`src/rtl/mips_multicycle_control.sv`:
```
// Multicycle MIPS control FSM (lw/sw/R-type/beq/j) with a memory-wait timeout.
// Optional addi support is enabled by defining MIPS_CTRL_ADDI_EN.
module mips_multicycle_control #(
  parameter int MAX_WAIT = 15
) (
  input  logic       clk,
  input  logic       reset_n,
  input  logic [5:0] Op,
  input  logic       MemReady,
  output logic       PCWrite,
  output logic       PCWriteCond,
  output logic       IorD,
  output logic       MemRead,
  output logic       MemWrite,
  output logic       MemtoReg,
  output logic       IRWrite,
  output logic       ALUSrcA,
  output logic       RegWrite,
  output logic       RegDst,
  output logic [1:0] PCSource,
  output logic [1:0] ALUOp,
  output logic [1:0] ALUSrcB,
  output logic [3:0] State,
  output logic       Err
);

  typedef enum logic [3:0] {
    S_FETCH  = 4'd0,
    S_DECODE = 4'd1,
    S_MEMADR = 4'd2,
    S_MEMRD  = 4'd3,
    S_MEMWB  = 4'd4,
    S_MEMWR  = 4'd5,
    S_EXEC   = 4'd6,
    S_ALUWB  = 4'd7,
    S_BRANCH = 4'd8,
    S_JUMP   = 4'd9,
    S_ADDIEX = 4'd10,
    S_ADDIWB = 4'd11,
    S_ERROR  = 4'd15
  } state_t;

  localparam logic [5:0] OP_RTYPE = 6'b000000;
  localparam logic [5:0] OP_J     = 6'b000010;
  localparam logic [5:0] OP_BEQ   = 6'b000100;
  localparam logic [5:0] OP_ADDI  = 6'b001000;
  localparam logic [5:0] OP_LW    = 6'b100011;
  localparam logic [5:0] OP_SW    = 6'b101011;

  localparam int CW = (MAX_WAIT > 1) ? $clog2(MAX_WAIT) : 1;

  state_t        state, state_nxt;
  logic [CW-1:0] wait_cnt;
  logic          mem_state;
  logic          timeout;

  assign State     = state;
  assign mem_state = (state == S_FETCH) || (state == S_MEMRD) || (state == S_MEMWR);
  // Timeout only fires while still stalled; a MemReady in the same cycle wins.
  assign timeout   = (MAX_WAIT > 0) && mem_state && !MemReady &&
                     (wait_cnt == CW'(MAX_WAIT - 1));

  // NOTE: sequential state uses non-blocking assignments so every register
  // samples the pre-edge values of its neighbours.
  always_ff @(posedge clk or negedge reset_n) begin
    if (!reset_n) begin
      state    <= S_FETCH;
      wait_cnt <= '0;
    end else begin
      state <= state_nxt;
      if (state_nxt != state)
        wait_cnt <= '0;
      else if (mem_state && !MemReady)
        wait_cnt <= wait_cnt + CW'(1);
    end
  end

  // NOTE: every output and state_nxt gets a default before the case so no
  // path leaves a variable unassigned (which would infer a latch).
  always_comb begin
    state_nxt   = state;
    PCWrite     = 1'b0;
    PCWriteCond = 1'b0;
    IorD        = 1'b0;
    MemRead     = 1'b0;
    MemWrite    = 1'b0;
    MemtoReg    = 1'b0;
    IRWrite     = 1'b0;
    ALUSrcA     = 1'b0;
    RegWrite    = 1'b0;
    RegDst      = 1'b0;
    PCSource    = 2'b00;
    ALUOp       = 2'b00;
    ALUSrcB     = 2'b00;
    Err         = 1'b0;

    case (state)
      S_FETCH: begin
        MemRead = 1'b1;
        ALUSrcB = 2'b01;
        if (MemReady) begin
          // Gated by reset_n so a held reset never fires the IR/PC strobes.
          IRWrite   = reset_n;
          PCWrite   = reset_n;
          state_nxt = S_DECODE;
        end else if (timeout) begin
          state_nxt = S_ERROR;
        end
      end
      S_DECODE: begin
        ALUSrcB = 2'b11;
        case (Op)
          OP_LW, OP_SW: state_nxt = S_MEMADR;
          OP_RTYPE:     state_nxt = S_EXEC;
          OP_BEQ:       state_nxt = S_BRANCH;
          OP_J:         state_nxt = S_JUMP;
`ifdef MIPS_CTRL_ADDI_EN
          OP_ADDI:      state_nxt = S_ADDIEX;
`endif
          default:      state_nxt = S_ERROR;
        endcase
      end
      S_MEMADR: begin
        ALUSrcA = 1'b1;
        ALUSrcB = 2'b10;
        if (Op == OP_LW)      state_nxt = S_MEMRD;
        else if (Op == OP_SW) state_nxt = S_MEMWR;
        else                  state_nxt = S_ERROR;
      end
      S_MEMRD: begin
        MemRead = 1'b1;
        IorD    = 1'b1;
        if (MemReady)     state_nxt = S_MEMWB;
        else if (timeout) state_nxt = S_ERROR;
      end
      S_MEMWB: begin
        MemtoReg  = 1'b1;
        RegWrite  = 1'b1;
        state_nxt = S_FETCH;
      end
      S_MEMWR: begin
        MemWrite = 1'b1;
        IorD     = 1'b1;
        if (MemReady)     state_nxt = S_FETCH;
        else if (timeout) state_nxt = S_ERROR;
      end
      S_EXEC: begin
        ALUSrcA   = 1'b1;
        ALUOp     = 2'b10;
        state_nxt = S_ALUWB;
      end
      S_ALUWB: begin
        RegDst    = 1'b1;
        RegWrite  = 1'b1;
        state_nxt = S_FETCH;
      end
      S_BRANCH: begin
        ALUSrcA     = 1'b1;
        ALUOp       = 2'b01;
        PCWriteCond = 1'b1;
        PCSource    = 2'b01;
        state_nxt   = S_FETCH;
      end
      S_JUMP: begin
        PCWrite   = 1'b1;
        PCSource  = 2'b10;
        state_nxt = S_FETCH;
      end
`ifdef MIPS_CTRL_ADDI_EN
      S_ADDIEX: begin
        ALUSrcA   = 1'b1;
        ALUSrcB   = 2'b10;
        state_nxt = S_ADDIWB;
      end
      S_ADDIWB: begin
        RegWrite  = 1'b1;
        state_nxt = S_FETCH;
      end
`endif
      S_ERROR: begin
        Err = 1'b1;
      end
      default: state_nxt = S_ERROR;
    endcase
  end

endmodule

```
`config.mk`:
```
export PLATFORM = sky130hd
export DESIGN_NAME = mips_multicycle_control
export DESIGN_NICKNAME = d
export VERILOG_FILES = /design/src/rtl/mips_multicycle_control.sv
export SDC_FILE = /design/constraint.sdc
export NUM_CORES = 1
export LEC_CHECK = 0
export CAP_MARGIN = 30
export CORE_MARGIN = 5
export CORE_UTILIZATION = 45
export DETAILED_ROUTE_END_ITERATION = 7
export PLACE_DENSITY_LB_ADDON = 0.08
export RECOVER_POWER = 25
export SLEW_MARGIN = 30
export SYNTH_ARGS = -nofsm -noshare
export SYNTH_HDL_FRONTEND = slang
export SYNTH_SLANG_ARGS = --single-unit
```
`constraint.sdc`:
```
create_clock -name clk -period 2.1 [get_ports clk]
set_clock_uncertainty 0.1 [all_clocks]
set_input_delay 0.21 -clock clk [delete_from_list [all_inputs] [get_ports clk]]
set_output_delay 0.21 -clock clk [all_outputs]
set_load 0.1 [all_outputs]
```
# After elaboration in Yosys (flattened, before gate mapping)
# Cells that the tools add are included.
# op_classes
addsub	1
n_eq_ne	16
muxes	25
n_reduce_logical	14
# ops
op	count
$mux W4	8
$pmux W4 S8	1
$eq A4 B3 Y1 const B	4
$eq A4 B4 Y1 const B	4
$pmux W4 S4	1
$eq A6 B6 Y1 const B	2
$mux W1	11
$eq A4 B2 Y1 const B	2
$pmux W2 S2	2
$reduce_or A2 Y1	4
$eq A6 B2 Y1 const B	1
$eq A6 B3 Y1 const B	1
$logic_not A6 Y1	1
$pmux W2 S3	1
$add A4 B1 Y4 const B	1
$eq A4 B1 Y1 const B	1
$logic_not A4 Y1	1
$ne A4 B4 Y1	1
$reduce_or A4 Y1	1
$reduce_or A3 Y1	1
$logic_and A1 B1 Y1	2
$logic_or A1 B1 Y1	2
$pmux W1 S2	1
$reduce_bool A2 Y1	1
$logic_not A1 Y1	1
# word_totals
register_bits	8
input_bits	9
wordCells	58

# Depth between registers and ports, before layout
# Gate-level depths: netlist of the first run.
# logic_depth
depth_word	10
mapped_depth	8

# Worst setup path after synthesis of the first run
# OpenSTA, ideal clock, no wires.
# synth_timing
path_kind	register to output
from	register state[1] (netlist: State[1])
to	output port PCWrite
t_arrival_ns	4.467
required_time_ns	1.790
setup_slack_ns	-2.677
stages_incl_launch_ff	6
n_path_buf	2
cell_sequence	dfrtp_1 buf_2 or2_1 clkbuf_1 nor3_1 or2_1
# synth_via
elab_chain_len	2
elab_cells_between_ends	3
# synth_lines
element	line	text
from (decl)	52	state_t state, state_nxt;
from (signal assigned)	70	state <= state_nxt;
$eq A4 B4 Y1 or $logic_not A4 Y1 (tied branches)	97	case (state)
$pmux W1 S2 (*)	97	
to (decl)	10	output logic PCWrite,
# Mark *: on every way between the ends. The rest lies on a longest branch, timed or not.

# Worst setup path after layout of the first run
# layout_timing
from	register state[1] (netlist: State[1])
to	register wait_cnt[0]
# layout_via
elab_chain_len	10
elab_cells_between_ends	24
# layout_lines
element	line	text
$eq A4 B2 Y1 or $logic_not A4 Y1 (tied branches)	58, 97	
$logic_or A1 B1 Y1 (2 in series)	58	assign mem_state = (state == S_FETCH) || (state == S_MEMRD) || (state == S_MEMWR);
$logic_and A1 B1 Y1	60, 73	
$logic_and A1 B1 Y1	60	assign timeout = (MAX_WAIT > 0) && mem_state && !MemReady &&
$mux W4	106, 134, 145	
$mux W4, on equally long branches	144, 101, 133	
$pmux W4 S8	97	
$ne A4 B4 Y1	71	if (state_nxt != state)
$mux W4 or $reduce_bool A2 Y1 (tied branches)	--	
to (signal assigned)	74	wait_cnt <= wait_cnt + CW'(1);
to (decl)	53	logic [CW-1:0] wait_cnt;
# Several ways; a longest one is shown, not always the timed one.
# A chain may end at the register's enable or synchronous reset.

==> results.json, run 1 <==
{
  "status": "finished, violations left",
  "violations": "negative setup slack",
  "synth_seq_cells": 8,
  "path_delay_family": "compound AO/OA/AOI/OAI gates",
  "r2r_setup_slack_ns": -0.07,
  "grt_util_all_layers_pct": 19.4,
  "drv_slew": 0,
  "place_area_um2": 1540,
  "setup_ws_ns": -0.0736,
  "cts_tree": "done",
  "synth_cells": 113,
  "grt_max_degree": 19,
  "finalSetupViolCount": 2,
  "ctsHoldBuffers": 0,
  "drive_above_1_share_pct": 54.1,
  "cts_root_buffer": "clkbuf_4",
  "ant_nets": 0,
  "yosysSeqAreaShare_pct": 22.7,
  "wl_met3_um": 206,
  "area_growth_pct": 93.6,
  "final_common_cell": "buf_12",
  "clock_sinks": 8,
  "syn_nets": 124,
  "path_class": "reg -> reg",
  "grt_first_pass_wirelength_um": 4110,
  "num_antenna_cells": 0,
  "synthSimpleGateAreaFrac_pct": 41.6,
  "final_cell_mix": "buf_12, buf_4, nor2_4",
  "cpMaxStageDelayCell": "dfrtp_4",
  "cts_max_level": 1,
  "io_buffers": 29,
  "die_height_um": 54.2,
  "drv_cap": 0,
  "placed_cells": 174,
  "yosys_warnings": 0,
  "startpoint": "State[1]",
  "synth_ff_type": "dfrtp_1",
  "avgRoutedWirePerCell_um": 20.2,
  "design.core.area_um2": 1920,
  "cp.depth": 6,
  "r2r-start": "State[1]",
  "synth.cell_area_um2": 881,
  "synth.mux.area_fraction_pct": 1.28,
  "num_rows": 16,
  "path_buf_inv": 1,
  "highest_layer": "met4",
  "crit_end": "wait_cnt[0]",
  "cpPeakStageDelay_ns": 0.51,
  "num_vias": 1117,
  "insertion_delay_ns": 0.27,
  "vias_per_cell": 6.01,
  "hp-class": "in -> async",
  "post_synth_xor_area_fraction_pct": 5.97,
  "clk_pin_slew_ns": 0.06,
  "post-route-min-period_ns": 2.17,
  "period_share_pct": 104,
  "dpl.hpwl_um": 2090,
  "initial_core_util_pct": 45.8,
  "routabilityCongestion": 0.872,
  "grt_pass1_vias": 884,
  "irDropWorstVdd_uv": 358,
  "clk_path_buf_depth": 2,
  "cts_buffers": 3,
  "wl_met1_um": 1380,
  "synth_fa_ha_area_share_pct": 2.84,
  "drt-pass1-iter-count": 4,
  "io_pins": 30,
  "setup-tns-final_ns": -0.122,
  "synth_compound_area_share_pct": 18.3,
  "hold_violations": 0,
  "synth-edff-count": 0,
  "timing.rr.end": "wait_cnt[0]",
  "yosysTopAreaCellShare_pct": 22.7,
  "crit_path_start_kind": "register",
  "stdcell_count": 186,
  "die_w_um": 54.2,
  "routed_wl_um": 3760,
  "antenna_found_initial": 0,
  "drc_errors": 0,
  "critPathCaptureType": "register",
  "fmax_ghz": 0.460,
  "synthDistinctLibCells": 41,
  "avgSynthCellArea_um2": 7.80,
  "synthTopCellsByArea": "dfrtp_1, nor2_1, nor3_2, nand2_1, a211o_1",
  "power_leakage_nw": 0.697,
  "tightestPinTransition_ns": 0.452,
  "async_flop_share_pct": 100,
  "slew_headroom_pct": 69.9,
  "hold_ws_ns": 0.356,
  "cp_max_fo": 6,
  "nets": 172,
  "power_density_nw_per_um2": 183,
  "crit_chain": "clkbuf_2 > o21ai_0 > and2_4 > nand4_1 > a211o_4 > nor3_2",
  "synth_area_leader_cell": "dfrtp_1",
  "cp.arrival_ns": 2.24,
  "cp_data_required_time_ns": 2.17,
  "rsz0062_at_grt": "true",
  "grt-ovfl-total": 0,
  "drtIter0Drc": 35,
  "wl_met2_um": 1970,
  "fin_area_um2": 1710,
  "synth_top_family_by_area": "simple AND/OR/NAND/NOR gates",
  "die_area_um2": 2940,
  "reg2regPathDepth": 6
}
==> flip-flops by register name, indices dropped and copies added (netlist names) <==
signal    flops
wait_cnt      4
State         4
==> routing by layer <==
metal  vias up  global-route usage, %
met5         -                      0
met4         0                   7.47
met3        21                   2.45
met2        52                   36.3
met1       552                   21.9
li1        492                      -
==> synthesized netlist by cell type, types with 4 or more instances <==
cell	n
a211o_1	4
a21oi_1	7
dfrtp_1	8
inv_1	5
nand2_1	10
nor2_1	16
nor3_2	4
xor2_1	4
==> cells by family after synthesis <==
kind of cell,Yosys count
AND/OR/NAND/NOR,62
AO/OA/AOI/OAI,22
buffers and inverters,12
flip-flops,8
XOR/XNOR,6
adder cells (fa/ha/maj),2
multiplexers,1
==> repair_timing <==
item / CTS / global route
endpoints found under the setup margin: 1 / 5
pin swaps: 0 / 13
buffers inserted: 0 / 8
resized for setup: 2 / 11
cloned: 0 / 1
==> how the worst min path moves through the flow <==
stage               startpoint  slack (ns)          end
finish                 reset_n        0.36  wait_cnt[3]
global route           reset_n        0.37  wait_cnt[3]
CTS                    reset_n        0.18     State[2]
detailed placement     reset_n        0.45  wait_cnt[0]
global placement       reset_n        0.44     State[1]
floorplan              reset_n       -0.19  wait_cnt[0]
==> report_power, final <==
| group | internal, mW | switching (mW) |
|---|---|---|
| registers | 0.154 | 0 |
| clock network | 0.0656 | 0.0560 |
| logic | 0.0197 | 0.0165 |
==> area by class of cell <==
cell class,count,area (µm²)
inverters,5,18.8
clock buffers,3,22.5
flip-flops and latches,8,215
multi-input cells,93,763
fillers,90,216
repair buffers,50,652
well taps,27,33.8
==> stage by stage <==
stage          utilization [%]  worst slack [ns]  power [mW]
5_1_grt                   88.7            -0.119       0.327
6_report                  88.7           -0.0736       0.312
4_1_cts                   81.4           0.00625       0.312
2_1_floorplan                -            -0.631       0.165
3_5_place_dp              80.0            -0.116       0.193
3_3_place_gp              80.0           -0.0652       0.193
(Power assumes the default switching activity.)
==> run 2, diff against run 1 <==
Settings changed: CELL_PAD_IN_SITES_DETAIL_PLACEMENT from default to 0, CELL_PAD_IN_SITES_GLOBAL_PLACEMENT from default to 1, CORE_UTILIZATION 45 to 32.
==> results.json, run 2 (synthesis gave the netlist of run 1 again) <==
{
  "avgRoutedWirePerCell_um": 13.4,
  "drc_errors": 0,
  "drv_cap": 0,
  "irDropWorstVdd_uv": 278,
  "num_antenna_cells": 0,
  "power_density_nw_per_um2": 188,
  "power.total_mw": 0.318,
  "clk_path_buf_depth": 2,
  "cts_max_level": 1,
  "power.internal_mw": 0.247,
  "die_area_um2": 3900,
  "clkPwrFrac_pct": 40.6,
  "final_cell_mix": "buf_4, buf_12, nand2_1, nor2_4, clkdlybuf4s50_1",
  "drive_above_1_share_pct": 51.5,
  "finalSetupViolCount": 0,
  "drtIter0Drc": 19,
  "design.core.area_um2": 2690,
  "period_share_pct": 96.7,
  "cts_tree": "done",
  "num_vias": 1007,
  "drv_slew": 0,
  "status": "complete, no violations",
  "comb_power_share_pct": 11.0,
  "io_pins": 30,
  "p_sw_mw": 0.0715,
  "post-route-min-period_ns": 2.03,
  "seq_area_um2": 215,
  "cp_data_required_time_ns": 1.79,
  "cp.arrival_ns": 1.72,
  "routed_wl_um": 2590,
  "rsz0062_at_grt": "true",
  "slew_headroom_pct": 70.7,
  "cp_max_fo": 7,
  "clock_sinks": 8,
  "clk_pin_slew_ns": 0.06,
  "ant_nets": 0,
  "grt_first_pass_wirelength_um": 4300,
  "antenna_found_initial": 0,
  "cts_buffers": 3,
  "multi_input_area_um2": 759,
  "drt-pass1-iter-count": 4,
  "vias_per_cell": 5.19,
  "grt-ovfl-total": 0,
  "dpl.hpwl_um": 2040,
  "grt_util_all_layers_pct": 13.0,
  "grt_max_degree": 15,
  "hold_violations": 0,
  "nFillCells": 241,
  "num_rows": 19,
  "die_height_um": 62.5,
  "insertion_delay_ns": 0.26,
  "fmax_ghz": 0.492,
  "hp-class": "in -> async",
  "grt_pass1_vias": 996,
  "tightestPinTransition_ns": 0.440,
  "critPathCaptureType": "output port",
  "fin_area_um2": 1700,
  "path_class": "reg -> out",
  "setup_ws_ns": 0.0687,
  "ctsHoldBuffers": 0,
  "p_sw_share_pct": 22.5,
  "routabilityCongestion": 0.843,
  "final_common_cell": "buf_4",
  "die_w_um": 62.5,
  "crit_path_start_kind": "register",
  "power_leakage_nw": 0.689,
  "place_ws_ns": -0.0628,
  "nets": 175,
  "cts_root_buffer": "clkbuf_4",
  "area_growth_pct": 92.6,
  "hold_ws_ns": 0.330,
  "initial_core_util_pct": 32.8,
  "fin_util_pct": 63.2,
  "p_seq_share_pct": 48.4,
  "place_area_um2": 1550,
  "io_buffers": 29
}
[run 2: power by group through the flow]
| stage | clock network, mW | registers, mW | logic, mW |
|---|---|---|---|
| after floorplan | 0 | 0.157 | 0.00796 |
| after global routing | 0.145 | 0.154 | 0.0381 |
| final | 0.129 | 0.154 | 0.0349 |
| after detailed placement | 0 | 0.157 | 0.0357 |
| after global placement | 0 | 0.157 | 0.0355 |
| after CTS | 0.137 | 0.154 | 0.0359 |
[run 2: final timing paths]
check                             from     endpoint  slack (ns)  depth (start not counted)
setup reg to reg              State[2]  wait_cnt[2]        0.08                          7
setup / recovery              State[3]      PCWrite        0.07                          5
hold reg to reg            wait_cnt[2]  wait_cnt[2]        0.52                          2
hold / removal                 reset_n     State[2]        0.33                          2
max in group asynchronous      reset_n     State[0]        1.22                          2
min in group clk           wait_cnt[2]  wait_cnt[2]        0.52                          2
[run 2: routing by layer]
layer / global-route usage [%] / up-vias / share of wire, %
met3: 3.42 / 5 / 6.0
met1: 15.3 / 457 / 41
met4: 4.77 / 0 / 1.3
met2: 22.4 / 38 / 52
met5: 0 / - / 0
li1: - / 507 / -
[run 2: per-stage QoR]
stage | TNS (ns) | instances
final | 0 | 194
after global routing | -0.00813 | 194
after CTS | 0 | 189
after detailed placement | -0.162 | 180
after global placement | -0.0606 | 180
after floorplan | -2.33 | 113
[run 2: final cells by class]
| class | count | area share, % |
|---|---|---|
| sequential | 8 | 12.7 |
| clock buffer | 4 | 1.55 |
| tap | 31 | 2.29 |
| timing repair buffer | 53 | 37.6 |
| multi-input combinational | 93 | 44.8 |
| inverter | 5 | 1.11 |
[run 2: worst max-delay path: stages (launching register included)]
cell and delay [ns]:
dfrtp_4 0.52, or2_4 0.27, buf_4 0.18, nor3_4 0.18
or2_4 0.15, buf_12 0.16
[run 2: repair_timing]
action	in CTS	in global routing
pin swaps	3	3
resized for setup	3	9
buffers inserted	5	5
endpoints found under the setup margin	2	9
cloned	0	0
==> run 3, diff against run 2 <==
Settings changed: RECOVER_POWER 25 to default, REMOVE_ABC_BUFFERS from default to 1.
==> results.json, run 3 (synthesis gave the netlist of run 1 again) <==
{
  "fmax_ghz": 0.495,
  "r2r-start": "State[2]",
  "initial_core_util_pct": 32.8,
  "reg2regPathDepth": 7,
  "cts_buffers": 3,
  "rsz0062_at_grt": "true",
  "fin_area_um2": 1610,
  "vias_per_cell": 5.09,
  "slew_headroom_pct": 76.6,
  "drc_errors": 0,
  "comb_power_share_pct": 11.6,
  "p_sw_mw": 0.0671,
  "cpPeakStageDelay_ns": 0.45,
  "tightestPinTransition_ns": 0.348,
  "irDropWorstVdd_uv": 298,
  "placed_cells": 186,
  "design.core.area_um2": 2690,
  "crit_chain": "buf_4 > nor4b_2 > a221o_1 > a21oi_1 > and3_1 > a211o_1 > nor3_2",
  "clk_pin_slew_ns": 0.05,
  "clk_path_buf_depth": 2,
  "cp_max_fo": 8,
  "multi_input_area_um2": 642,
  "area_growth_pct": 82.5,
  "cp_data_required_time_ns": 2.17,
  "path_class": "reg -> reg",
  "die_area_um2": 3900,
  "cpMaxStageDelayCell": "dfrtp_2",
  "insertion_delay_ns": 0.26,
  "grt_max_degree": 13,
  "grt_first_pass_wirelength_um": 4530,
  "critPathCaptureType": "register",
  "power_density_nw_per_um2": 191,
  "final_common_cell": "buf_4",
  "drive_above_1_share_pct": 43.2,
  "power.internal_mw": 0.240,
  "avgRoutedWirePerCell_um": 13.6,
  "stdcell_count": 193,
  "ctsHoldBuffers": 0,
  "grt_pass1_vias": 999,
  "routed_wl_um": 2620,
  "r2r_setup_slack_ns": 0.08,
  "die_height_um": 62.5,
  "nFillCells": 260,
  "hold_violations": 0,
  "power_leakage_nw": 0.684,
  "timing.rr.end": "wait_cnt[0]",
  "hp-class": "in -> async",
  "grt-ovfl-total": 0,
  "drt-pass1-iter-count": 4,
  "drv_cap": 0,
  "path_buf_inv": 1,
  "seq_area_um2": 205,
  "p_seq_share_pct": 50.2,
  "cts_max_level": 1,
  "drtIter0Drc": 25,
  "num_vias": 982,
  "dpl.hpwl_um": 2200,
  "setup-tns-final_ns": 0,
  "num_antenna_cells": 0,
  "grt_util_all_layers_pct": 13.9,
  "setup_ws_ns": 0.0803,
  "status": "complete, no violations",
  "drv_slew": 0,
  "finalSetupViolCount": 0,
  "routabilityCongestion": 0.820,
  "die_w_um": 62.5,
  "place_area_um2": 1530,
  "cts_tree": "done",
  "num_rows": 19,
  "io_buffers": 29,
  "place_ws_ns": -0.145,
  "path_delay_family": "simple AND/OR/NAND/NOR gates",
  "io_pins": 30,
  "period_share_pct": 96.2,
  "nets": 175,
  "p_sw_share_pct": 21.8,
  "clock_sinks": 8,
  "clkPwrFrac_pct": 38.2,
  "ant_nets": 0,
  "cp.arrival_ns": 2.09,
  "cts_root_buffer": "clkbuf_4",
  "final_cell_mix": "buf_4, buf_12, nor2_1",
  "antenna_found_initial": 0,
  "crit_path_start_kind": "register",
  "post-route-min-period_ns": 2.02
}
run 3: cell count changes in the layout (fill, tap and decap cells not counted), sizes merged:
cell           previous run  this run
dlygate4sd3               1         0
buf                      44        45
clkdlybuf4s50             7         8
clkbuf                    5         3
run 3: final cells by class:
| cell class | instances | area share [%] |
|---|---|---|
| clock buffer | 3 | 1.40 |
| inverter | 5 | 1.17 |
| multi-input combinational | 93 | 39.9 |
| sequential | 8 | 12.8 |
| tap | 31 | 2.41 |
| timing repair buffer | 53 | 42.3 |
run 3: how the worst max path moves through the flow:
stage	startpoint	to	slack, ns	cells past startpoint
CTS	State[2]	wait_cnt[0]	0.006	7
global placement	Op[5]	wait_cnt[0]	-0.07	7
finish	State[2]	wait_cnt[0]	0.08	7
detailed placement	Op[5]	wait_cnt[0]	-0.15	7
global route	State[2]	wait_cnt[0]	-0.01	7
floorplan	State[2]	PCWrite	-2.56	3
run 3: metal layers:
metal  routed length (µm)  track usage [%]  up-vias
li1                     -                -      502
met2                 1350             24.2       30
met4                   10             2.39        0
met5                    0                0        -
met1                 1120             16.4      448
met3                  141             4.86        2
run 3: repair_timing:
item / CTS / global route
gates resized for setup: 4 / 7
gates cloned: 0 / 0
setup buffers: 0 / 4
endpoints found under the setup margin: 3 / 8
pin swaps: 0 / 2
run 3: power groups by stage:
stage / registers (mW) / logic [mW] / clock network [mW]
floorplan: 0.157 / 0.00746 / 0
global placement: 0.157 / 0.0349 / 0
detailed placement: 0.157 / 0.0357 / 0
CTS: 0.154 / 0.0360 / 0.123
global route: 0.154 / 0.0390 / 0.137
finish: 0.154 / 0.0358 / 0.117
run 3: stage by stage:
step / hold WS, ns / total power, mW / util [%]
final: 0.222 / 0.307 / 59.9
after floorplan: -0.186 / 0.164 / -
after detailed placement: 0.483 / 0.193 / 56.8
after CTS: 0.216 / 0.313 / 58.0
after global routing: 0.209 / 0.330 / 59.9
after global placement: 0.466 / 0.192 / 56.8
